### src/rtl/mul_ctrl_seq_gen_if.sv
`default_nettype none
// ----------------------------------------------------------------------------
// mul_ctrl_seq_gen_if : handshake and control bus of the multiplier sequencer
//   (STALL is present only when MUL_CTRL_SEQ_STALL_EN is defined)
// Revision: 1.0
// ----------------------------------------------------------------------------
interface mul_ctrl_seq_gen_if #(
  parameter int NB = 4
);
  localparam int SW = $clog2(2 * NB);
  localparam int CW = $clog2(NB) + 1;

  logic             START;
  logic             MODE;
  logic             ABORT;
`ifdef MUL_CTRL_SEQ_STALL_EN
  logic             STALL;
`endif
  logic             BUSY;
  logic             DONE;
  logic [SW-1:0]    PHASE;
  logic [NB*CW-1:0] CTRL_B;
  logic             CARRY_IN;
  logic [SW-1:0]    CTRL_IN_BUF;

`ifdef MUL_CTRL_SEQ_STALL_EN
  modport master (
    output START, MODE, ABORT, STALL,
    input  BUSY, DONE, PHASE, CTRL_B, CARRY_IN, CTRL_IN_BUF
  );
  modport slave (
    input  START, MODE, ABORT, STALL,
    output BUSY, DONE, PHASE, CTRL_B, CARRY_IN, CTRL_IN_BUF
  );
`else
  modport master (
    output START, MODE, ABORT,
    input  BUSY, DONE, PHASE, CTRL_B, CARRY_IN, CTRL_IN_BUF
  );
  modport slave (
    input  START, MODE, ABORT,
    output BUSY, DONE, PHASE, CTRL_B, CARRY_IN, CTRL_IN_BUF
  );
`endif
endinterface
`default_nettype wire

### src/rtl/mul_ctrl_seq_gen.sv
`default_nettype none
// ----------------------------------------------------------------------------
// mul_ctrl_seq_gen : staggered lane-code / carry / buffer-index sequencer for
//   the NB-lane bit-serial multiplier. Optional pause: MUL_CTRL_SEQ_STALL_EN
// Revision: 1.0
// ----------------------------------------------------------------------------
module mul_ctrl_seq_gen #(
  parameter int NB      = 4,
  parameter int BUF_OFS = 2
) (
  input  logic                CLK,
  input  logic                RST,
  mul_ctrl_seq_gen_if.slave   bus
);

  localparam int            SW        = $clog2(2 * NB);
  localparam int            CW        = $clog2(NB) + 1;
  localparam logic [CW-1:0] IDLE_CODE = '1;
  localparam logic [SW-1:0] LAST_PH   = SW'(2 * NB - 1);
  localparam logic [SW-1:0] RST_PHASE = SW'((2 * NB - BUF_OFS) % (2 * NB));

  typedef enum logic [1:0] {
    S_IDLE = 2'd0,
    S_PRE  = 2'd1,
    S_RUN  = 2'd2
  } state_t;

  state_t           state_q, state_d;
  logic [SW-1:0]    phase_q, phase_d;
  logic             busy_q, busy_d;
  logic             done_q, done_d;
  logic [NB*CW-1:0] ctrl_b_q, ctrl_b_d;
  logic             carry_q, carry_d;
  logic [SW-1:0]    buf_q, buf_d;
  logic             stall;

`ifdef MUL_CTRL_SEQ_STALL_EN
  assign stall = bus.STALL;
`else
  assign stall = 1'b0;
`endif

  always_comb begin
    state_d = state_q;
    phase_d = phase_q;
    if (bus.ABORT) begin
      state_d = S_IDLE;
      phase_d = RST_PHASE;
    end else begin
      case (state_q)
        S_IDLE: begin
          phase_d = RST_PHASE;
          if (bus.START) begin
            state_d = (BUF_OFS == 0) ? S_RUN : S_PRE;
          end
        end
        S_PRE: begin
          if (!stall) begin
            phase_d = phase_q + 1'b1;
            if (phase_q == LAST_PH) begin
              state_d = S_RUN;
            end
          end
        end
        S_RUN: begin
          if (!stall) begin
            if (phase_q == LAST_PH) begin
              state_d = bus.MODE ? S_RUN : S_IDLE;
              phase_d = bus.MODE ? '0 : RST_PHASE;
            end else begin
              phase_d = phase_q + 1'b1;
            end
          end
        end
        default: begin
          state_d = S_IDLE;
          phase_d = RST_PHASE;
        end
      endcase
    end
  end

  // Outputs are decoded from the next state so the registered copies always
  // match the decode of the current state/phase registers.
  always_comb begin
    busy_d   = (state_d != S_IDLE);
    done_d   = (state_d == S_RUN) && (phase_d == LAST_PH);
    carry_d  = (state_d == S_RUN) && (phase_d >= SW'(NB));
    buf_d    = (state_d == S_IDLE) ? '0 : (phase_d + SW'(BUF_OFS));
    ctrl_b_d = {NB{IDLE_CODE}};
    if (state_d == S_RUN) begin
      for (int k = 0; k < NB; k++) begin
        if ((phase_d >= SW'(k)) && (phase_d <= SW'(k + NB - 1))) begin
          ctrl_b_d[k*CW +: CW] = CW'(phase_d - SW'(k));
        end
      end
    end
  end

  always_ff @(posedge CLK) begin
    if (RST) begin
      state_q  <= S_IDLE;
      phase_q  <= RST_PHASE;
      busy_q   <= 1'b0;
      done_q   <= 1'b0;
      ctrl_b_q <= {NB{IDLE_CODE}};
      carry_q  <= 1'b0;
      buf_q    <= '0;
    end else begin
      state_q  <= state_d;
      phase_q  <= phase_d;
      busy_q   <= busy_d;
      done_q   <= done_d;
      ctrl_b_q <= ctrl_b_d;
      carry_q  <= carry_d;
      buf_q    <= buf_d;
    end
  end

  assign bus.BUSY        = busy_q;
  assign bus.DONE        = done_q & ~stall;
  assign bus.PHASE       = phase_q;
  assign bus.CTRL_B      = ctrl_b_q;
  assign bus.CARRY_IN    = carry_q;
  assign bus.CTRL_IN_BUF = buf_q;

endmodule
`default_nettype wire

### src/flat_wrapper.sv
// flat-port wrapper written by rule: the top's interface ports become plain ports
module mul_ctrl_seq_gen_flat 
#(
  parameter int NB      = 4,
  parameter int BUF_OFS = 2
)
  (CLK, RST, bus_START, bus_MODE, bus_ABORT, bus_BUSY, bus_DONE, bus_PHASE, bus_CTRL_B, bus_CARRY_IN, bus_CTRL_IN_BUF);
  mul_ctrl_seq_gen_if #(.NB(NB)) bus_i ();
  input  logic CLK;
  input  logic RST;
  input wire logic [$bits(bus_i.START)-1:0] bus_START;
  input wire logic [$bits(bus_i.MODE)-1:0] bus_MODE;
  input wire logic [$bits(bus_i.ABORT)-1:0] bus_ABORT;
  output wire logic [$bits(bus_i.BUSY)-1:0] bus_BUSY;
  output wire logic [$bits(bus_i.DONE)-1:0] bus_DONE;
  output wire logic [$bits(bus_i.PHASE)-1:0] bus_PHASE;
  output wire logic [$bits(bus_i.CTRL_B)-1:0] bus_CTRL_B;
  output wire logic [$bits(bus_i.CARRY_IN)-1:0] bus_CARRY_IN;
  output wire logic [$bits(bus_i.CTRL_IN_BUF)-1:0] bus_CTRL_IN_BUF;
  assign bus_i.START = bus_START;
  assign bus_i.MODE = bus_MODE;
  assign bus_i.ABORT = bus_ABORT;
  assign bus_BUSY = bus_i.BUSY;
  assign bus_DONE = bus_i.DONE;
  assign bus_PHASE = bus_i.PHASE;
  assign bus_CTRL_B = bus_i.CTRL_B;
  assign bus_CARRY_IN = bus_i.CARRY_IN;
  assign bus_CTRL_IN_BUF = bus_i.CTRL_IN_BUF;
  mul_ctrl_seq_gen #(.NB(NB), .BUF_OFS(BUF_OFS)) u_core (.CLK(CLK), .RST(RST), .bus(bus_i));
endmodule
### config.mk
export PLATFORM = sky130hd
export DESIGN_NAME = mul_ctrl_seq_gen_flat
export DESIGN_NICKNAME = d
export VERILOG_FILES = /design/src/rtl/mul_ctrl_seq_gen_if.sv /design/src/rtl/mul_ctrl_seq_gen.sv /design/src/flat_wrapper.sv
export SDC_FILE = /design/constraint.sdc
export NUM_CORES = 1
export LEC_CHECK = 0
export CORE_MARGIN = 8
export CORE_UTILIZATION = 45
export CTS_BUF_LIST = sky130_fd_sc_hd__clkbuf_4
export CTS_CLUSTER_SIZE = 25
export DETAILED_ROUTE_END_ITERATION = 8
export GPL_TIMING_DRIVEN = 0
export PLACE_DENSITY_LB_ADDON = 0.1
export SYNTH_ARGS = -nofsm -noshare
export SYNTH_HDL_FRONTEND = slang
export SYNTH_SLANG_ARGS = --single-unit
### constraint.sdc
create_clock -name CLK -period 2.45 [get_ports CLK]
set_input_delay 0.735 -clock CLK [delete_from_list [all_inputs] [get_ports CLK]]
set_output_delay 0.735 -clock CLK [all_outputs]
set_load 0.01 [all_outputs]
# Yosys cells after proc, flatten, opt, wreduce, memory -nomap -nowiden
# Index checks and enable logic that the tools add are counted.
[totals]
reg_bits = 23
inputBits = 5
[classes]
mux = 10
n_reduce_logical = 14
magnitude_cmp = 9
bitwise_logic = 5
eq_ne = 5
n_addsub = 5
[ops]
columns = ["operator", "n"]
rows = [
  ["3-bit OR reduction", 4],
  ["2-bit 2-to-1 mux", 5],
  ["3-bit less-or-equal comparator, second input constant", 3],
  ["3-bit 2-to-1 mux", 3],
  ["3-bit equality test, second input constant", 2],
  ["3-bit by 1-bit >= comparator with 1-bit output, second input constant", 2],
  ["3-bit by 2-bit >= comparator with 1-bit output, second input constant", 2],
  ["1-bit logical AND", 6],
  ["2-bit one-hot mux with 3 select lines", 1],
  ["3-bit one-hot mux with 2 select lines", 1],
  ["3-bit by 2-bit subtractor with 3-bit output, second input constant", 2],
  ["1-bit NOT", 5],
  ["2-bit equality test, second input constant", 2],
  ["2-bit zero test", 2],
  ["3-bit by 1-bit adder with 3-bit output, second input constant", 1],
  ["3-bit by 2-bit adder with 3-bit output, second input constant", 1],
  ["3-bit >= comparator, second input constant", 1],
  ["3-bit by 2-bit less-or-equal comparator with 1-bit output, second input constant", 1],
  ["3-bit by 1-bit subtractor with 3-bit output, second input constant", 1],
  ["2-bit by 1-bit equality test with 1-bit output, second input constant", 1],
  ["2-bit nonzero test", 1],
  ["2-bit OR reduction", 1],
]

# Logic depth before layout (Yosys ltp)
# Gate-level depths: netlist of the first run.
[logic_depth]
word_depth = 8
depth_mapped = 11
ltp_nobuf = 11

# Worst setup path after synthesis of the first run
# Ideal clock, no wire load.
[synth_timing]
path_type = "register to register"
from = "register u_core.phase_q[0] (netlist: u_core.bus.PHASE[0])"
to = "register u_core.ctrl_b_q[5] (netlist: u_core.bus.CTRL_B[5])"
t_arrival_ns = 2.095
period_less_slack_ns = 2.216
stages_incl_launch_ff = 12
slack_ns = 0.234
setup_time_ns = 0.122
t_required_ns = 2.328
n_path_buf = 0
cell_sequence = "dfxtp_1 > ha_1 > ha_1 > nor2b_1 > or2_2 > a21o_1 > inv_1 > ha_1 > nor2b_1 > nand2_1 > a211oi_1 > o21ai_1"
[synth_via]
elab_chain_len = 8
word_cells_on_any_way = 17
cone_classes = "add/sub: 2; order compare: 2; eq/ne: 2; mux: 7; bitwise: 2; reduce/logical: 2"
[synth_rtl]
columns = ["element", "line_no", "rtl"]
rows = [
  ["from (decl)", "mul_ctrl_seq_gen.sv:29", "logic [SW-1:0] phase_q, phase_d;"],
  ["from (signal assigned)", "mul_ctrl_seq_gen.sv:111", "phase_q <= phase_d;"],
  ["3-bit by 1-bit adder with 3-bit output or 3-bit equality test (tied branches)", "mul_ctrl_seq_gen.sv:59, mul_ctrl_seq_gen.sv:71, mul_ctrl_seq_gen.sv:67", ""],
  ["3-bit 2-to-1 mux", "mul_ctrl_seq_gen.sv:67", "if (phase_q == LAST_PH) begin"],
  ["3-bit one-hot mux with 2 select lines *", "mul_ctrl_seq_gen.sv:50", "case (state_q)"],
  ["3-bit 2-to-1 mux *", "mul_ctrl_seq_gen.sv:46", "if (bus.ABORT) begin"],
  ["via u_core.phase_d[1]", "mul_ctrl_seq_gen.sv:29", ""],
  ["3-bit by 1-bit >= comparator with 1-bit output or 3-bit less-or-equal comparator (tied branches)", "mul_ctrl_seq_gen.sv:93", "if ((phase_d >= SW'(k)) && (phase_d <= SW'(k + NB - 1))) begin"],
  ["1-bit logical AND", "mul_ctrl_seq_gen.sv:93", ""],
  ["1-bit NOT (no line)", "--", ""],
  ["3-bit OR reduction (no line)", "--", ""],
  ["to (signal assigned)", "mul_ctrl_seq_gen.sv:106", "ctrl_b_q <= {NB{IDLE_CODE}};"],
  ["to (signal assigned)", "mul_ctrl_seq_gen.sv:114", "ctrl_b_q <= ctrl_b_d;"],
  ["to (decl)", "mul_ctrl_seq_gen.sv:32", "logic [NB*CW-1:0] ctrl_b_q, ctrl_b_d;"],
]
# Mark *: on every way through the listed nets, which the timed path passes. The rest lies on a longest branch.
# A chain may end at the register's enable or synchronous reset.

# Worst setup path in the final report of the first run
[layout_timing]
from = "register u_core.state_q[0]"
to = "register u_core.ctrl_b_q[4] (netlist: u_core.bus.CTRL_B[4])"
[layout_via]
elab_chain_len = 7
word_cells_on_any_way = 18
cone_classes = "add/sub: 1; order compare: 2; eq/ne: 3; mux: 7; bitwise: 2; reduce/logical: 3"
[layout_rtl]
columns = ["element", "line_no", "rtl"]
rows = [
  ["from (decl)", "mul_ctrl_seq_gen.sv:28", "state_t state_q, state_d;"],
  ["from (signal assigned)", "mul_ctrl_seq_gen.sv:110", "state_q <= state_d;"],
  ["2-bit equality test or 2-bit by 1-bit equality test with 1-bit output (tied branches)", "mul_ctrl_seq_gen.sv:50", ""],
  ["3-bit one-hot mux with 2 select lines *", "mul_ctrl_seq_gen.sv:50", ""],
  ["3-bit 2-to-1 mux *", "mul_ctrl_seq_gen.sv:46", ""],
  ["via u_core.phase_d[2]", "mul_ctrl_seq_gen.sv:29", ""],
  ["3-bit by 1-bit >= comparator with 1-bit output or 3-bit less-or-equal comparator (tied branches)", "mul_ctrl_seq_gen.sv:93", ""],
  ["1-bit logical AND *", "mul_ctrl_seq_gen.sv:93", ""],
  ["1-bit NOT (no line) *", "--", ""],
  ["3-bit OR reduction (no line) *", "--", ""],
]
# Marks and branches as above.

==> results of run 1 <==
## stage by stage
| stage | hold slack (ns) | worst slack (ns) |
|---|---|---|
| final | 0.692 | 0.135 |
| after global routing | 0.755 | 0.00579 |
| after CTS | 0.699 | 0.0221 |
| after detailed placement | 0.680 | -0.318 |
| after global placement | 0.682 | -0.298 |
| after floorplan | 0.656 | 0.234 |
## tightest hold or removal path, stage by stage (launching register included)
cell and delay, ns:
dfxtp_1 0.38, nor3b_1 0.07, o21ai_2 0.15, nor2_1 0.07
## logic make-up after synthesis
family	Yosys count
AOI/OAI and AO/OA	18
and+or+nand+nor	32
muxes	1
adders and majority gates	16
DFF	23
buffers and inverters	11
## synthesized netlist by cell type
library cell	count	area [sq um]
dfxtp_1	23	460
ha_1	16	200
inv_1	10	37.5
nor2_1	7	26.3
nand2_1	5	18.8
nand3_1	4	20.0
nor2b_1	4	25.0
o21ai_0	4	20.0
nand2b_1	3	18.8
a21o_1	2	15.0
and2_1	2	12.5
o2111ai_1	2	17.5
a211oi_1	1	7.51
a21boi_0	1	7.51
a21oi_2	1	8.76
a32o_1	1	10.0
and4b_1	1	10.0
buf_6	1	11.3
mux2i_1	1	10.0
nand3b_1	1	7.51
nand4_1	1	6.26
nor3b_1	1	7.51
nor3b_4	1	18.8
o211ai_1	1	7.51
o21a_1	1	7.51
o21ai_1	1	5.00
o21ai_2	1	8.76
o221a_2	1	11.3
o31a_1	1	8.76
or2_2	1	6.26
or3_1	1	6.26
## routing by layer
layer | up-vias | global-route usage | routed length, um
li1 | 402 | - | -
met1 | 359 | 0.124 | 963
met2 | 20 | 0.167 | 958
met3 | 2 | 0.0296 | 106
met4 | 0 | 0.0585 | 14
met5 | - | 0 | 0
## sequential cells by signal (all words and copies together) (netlist names)
name	cells
u_core.bus.BUSY	1
u_core.bus.CARRY_IN	1
u_core.bus.CTRL_B	12
u_core.bus.CTRL_IN_BUF	3
u_core.bus.DONE	1
u_core.bus.PHASE	3
u_core.state_q	2
## worst min-delay path by stage
| stage | startpoint | to | slack, ns | depth (start not counted) |
|---|---|---|---|---|
| after floorplan | u_core.bus.PHASE[0] | u_core.bus.PHASE[0] | 0.66 | 3 |
| final | u_core.bus.PHASE[0] | u_core.bus.CTRL_IN_BUF[0] | 0.69 | 3 |
| after detailed placement | u_core.bus.PHASE[0] | u_core.bus.CTRL_IN_BUF[0] | 0.68 | 3 |
| after CTS | u_core.bus.PHASE[0] | u_core.bus.CTRL_IN_BUF[0] | 0.70 | 3 |
| after global routing | u_core.bus.PHASE[0] | u_core.bus.PHASE[0] | 0.76 | 3 |
| after global placement | u_core.bus.PHASE[0] | u_core.bus.PHASE[0] | 0.68 | 3 |
## power breakdown
group	switching, uW	leakage, uW	total, uW	internal, uW
Sequential	1.66	0.000187	378	377
Combinational	26.3	0.000359	50.0	23.7
Clock	111	0.0000177	172	60.9
## layout make-up
| type | instances | share of cell area |
|---|---|---|
| multi-input cells | 67 | 0.399 |
| well taps | 28 | 0.0255 |
| repair buffers | 25 | 0.182 |
| flip-flops and latches | 23 | 0.336 |
| inverters | 10 | 0.0291 |
| clock inverters | 1 | 0.00364 |
| plain buffers | 1 | 0.00819 |
| clock buffers | 3 | 0.0164 |
## timing repair
| item | CTS | global route |
|---|---|---|
| gates resized for setup | 3 | 6 |
| buffers inserted | 0 | 0 |
| pin swaps | 0 | 1 |
| setup endpoints to repair | 2 | 3 |
| cloned | 0 | 0 |
## cells in the final DEF (no fill, tap or decap), drive strengths merged, types with 2 or more instances in the layout
cell type	instances
nor2	7
nor3b	2
nor2b	4
ha	16
a21o	2
clkdlybuf4s50	25
dfxtp	23
inv	10
and2	2
nand2	5
clkbuf	3
o2111ai	2
nand2b	3
nand3	4
o21ai	6
==> impl_metrics.yaml, run 1 <==
floorplanning:
  core_sq_um: 2190
  placementRows: 17
  initial_core_util: 0.474
  io_pins: 26
  dieArea_sq_um: 4100
  die_h_um: 64.0
  die_x_um: 64.0
critical_path:
  endpoint_kind: "flip-flop"
  critPathMaxFanout: 10
  rr_endpoint: "u_core.bus.CTRL_B[4]"
  worst-path-buf-inv: 2
  crit_cells: 10
  worstSetupPathType: "reg2reg"
  crit_start: "u_core.state_q[0]"
  critical_path_arrival_ns: 2.57
  endpoint: "u_core.bus.CTRL_B[4]"
  reg2reg_depth: 10
  reg2reg_slack_ns: 0.13
  slowest_delay_ns: 0.38
  path_cells: "inv_1 > ha_1 > nor2b_1 > or2_2 > a21oi_4 > inv_1 > ha_1 > nor2b_2 > a32o_1 > nand3b_1"
  regToRegStartpoint: "u_core.state_q[0]"
  slowest_stage: "dfxtp_2"
  required_ns: 2.71
  cp_top_family: "simple AND/OR/NAND/NOR gates"
  cp-start-kind: "flip-flop"
cells_and_area:
  area_delta_synth_final_pct: 32.4
  regArea_sq_um: 462
  layout.cells.non_filler: 158
  drive_above_1_share: 0.115
  nets: 152
  diodes: 0
  final_util: 0.628
  multi_input_area_sq_um: 549
  stdcell_area_sq_um: 1380
  fillers: 174
yosys:
  synth-seq-cells: 23
  synth_cell_types: 31
  ys_seq_area_frac: 0.443
  synth_nets: 122
  syn_avg_cell_area_sq_um: 10.3
  synth_top_family_by_area: "adder cells"
  synthAdderAreaFrac: 0.193
  syn_inst: 101
  synth_compound_area_frac: 0.130
  synthSimpleGateAreaFrac: 0.177
  syn_area_sq_um: 1040
  synthXorXnorAreaFrac: 0
  yosys_warnings: 0
  muxShareOfSynthArea: 0.00964
grt:
  grt_pass1_wl_mm: 3.51
  grt_overflow_total: 0
  grt_pass1_vias: 779
  grt_use_total: 0.105
  grt_start_max_net_pins: 14
  antenna_found_initial: 0
run_status:
  status: "completed"
pwr:
  power.total_uw: 600
  p_per_area_nw_per_um2: 437
  peakVddDrop_mv: 0.236
  p_leak_uw: 0.000563
placement:
  hpwlAfterDp_mm: 1.58
  io_buffers: 25
  placedCellCount: 154
  gp_congestion: 0.772
  place_area_sq_um: 1320
clocking:
  cts_hold_buf: 0
  cts_root_buf: "clkbuf_4"
  cts_made_buffers: 3
  htree_levels: 1
  clk_latency_ns: 0.30
  cts_tree: "built"
  clk_pin_slew_ns: 0.12
  clock_path_buffers: 2
  clkSinkCount: 23
timing:
  maxSlewViolCount: 0
  worst_pin_slew_ns: 0.423
  period_needed_ns: 2.32
  fin_setup_tns_ns: 0
  fmax_ghz: 0.432
  min_period_over_period: 0.945
  rsz0062_at_grt: "no"
  finClkSkew_ns: 0.000378
  hold_viol_final: 0
  setup_viol: 0
  relSlewSlack: 0.715
detailed_routing:
  routedWlPerCell_um: 12.9
  drt-initial-drc-count: 17
  via_per_inst: 4.96
  drc: 0
  antenna_left: 0
  num_vias: 783
  first_pass_iters: 4
  routed_wl_mm: 2.04
hold_path:
  hp-class: "reg2reg"
job:
  drv_cap: 0
No activity file was read; power rests on OpenSTA's default activity.
==> run 2, diff against run 1 <==
--- a/config.mk
+++ b/config.mk
@@ -5,6 +5,7 @@
 export SDC_FILE = /design/constraint.sdc
 export NUM_CORES = 1
 export LEC_CHECK = 0
+export ABC_CLOCK_PERIOD_IN_PS = 2450
 export CORE_MARGIN = 8
 export CORE_UTILIZATION = 45
 export CTS_BUF_LIST = sky130_fd_sc_hd__clkbuf_4
==> results of run 2 <==
Final layout, timing and power as in run 1 (identical DEF).
==> run 3, diff against run 2 <==
--- a/config.mk
+++ b/config.mk
@@ -5,7 +5,6 @@
 export SDC_FILE = /design/constraint.sdc
 export NUM_CORES = 1
 export LEC_CHECK = 0
-export ABC_CLOCK_PERIOD_IN_PS = 2450
 export CORE_MARGIN = 8
 export CORE_UTILIZATION = 45
 export CTS_BUF_LIST = sky130_fd_sc_hd__clkbuf_4
==> results of run 3 <==
Final layout, timing and power as in run 1 (identical DEF).
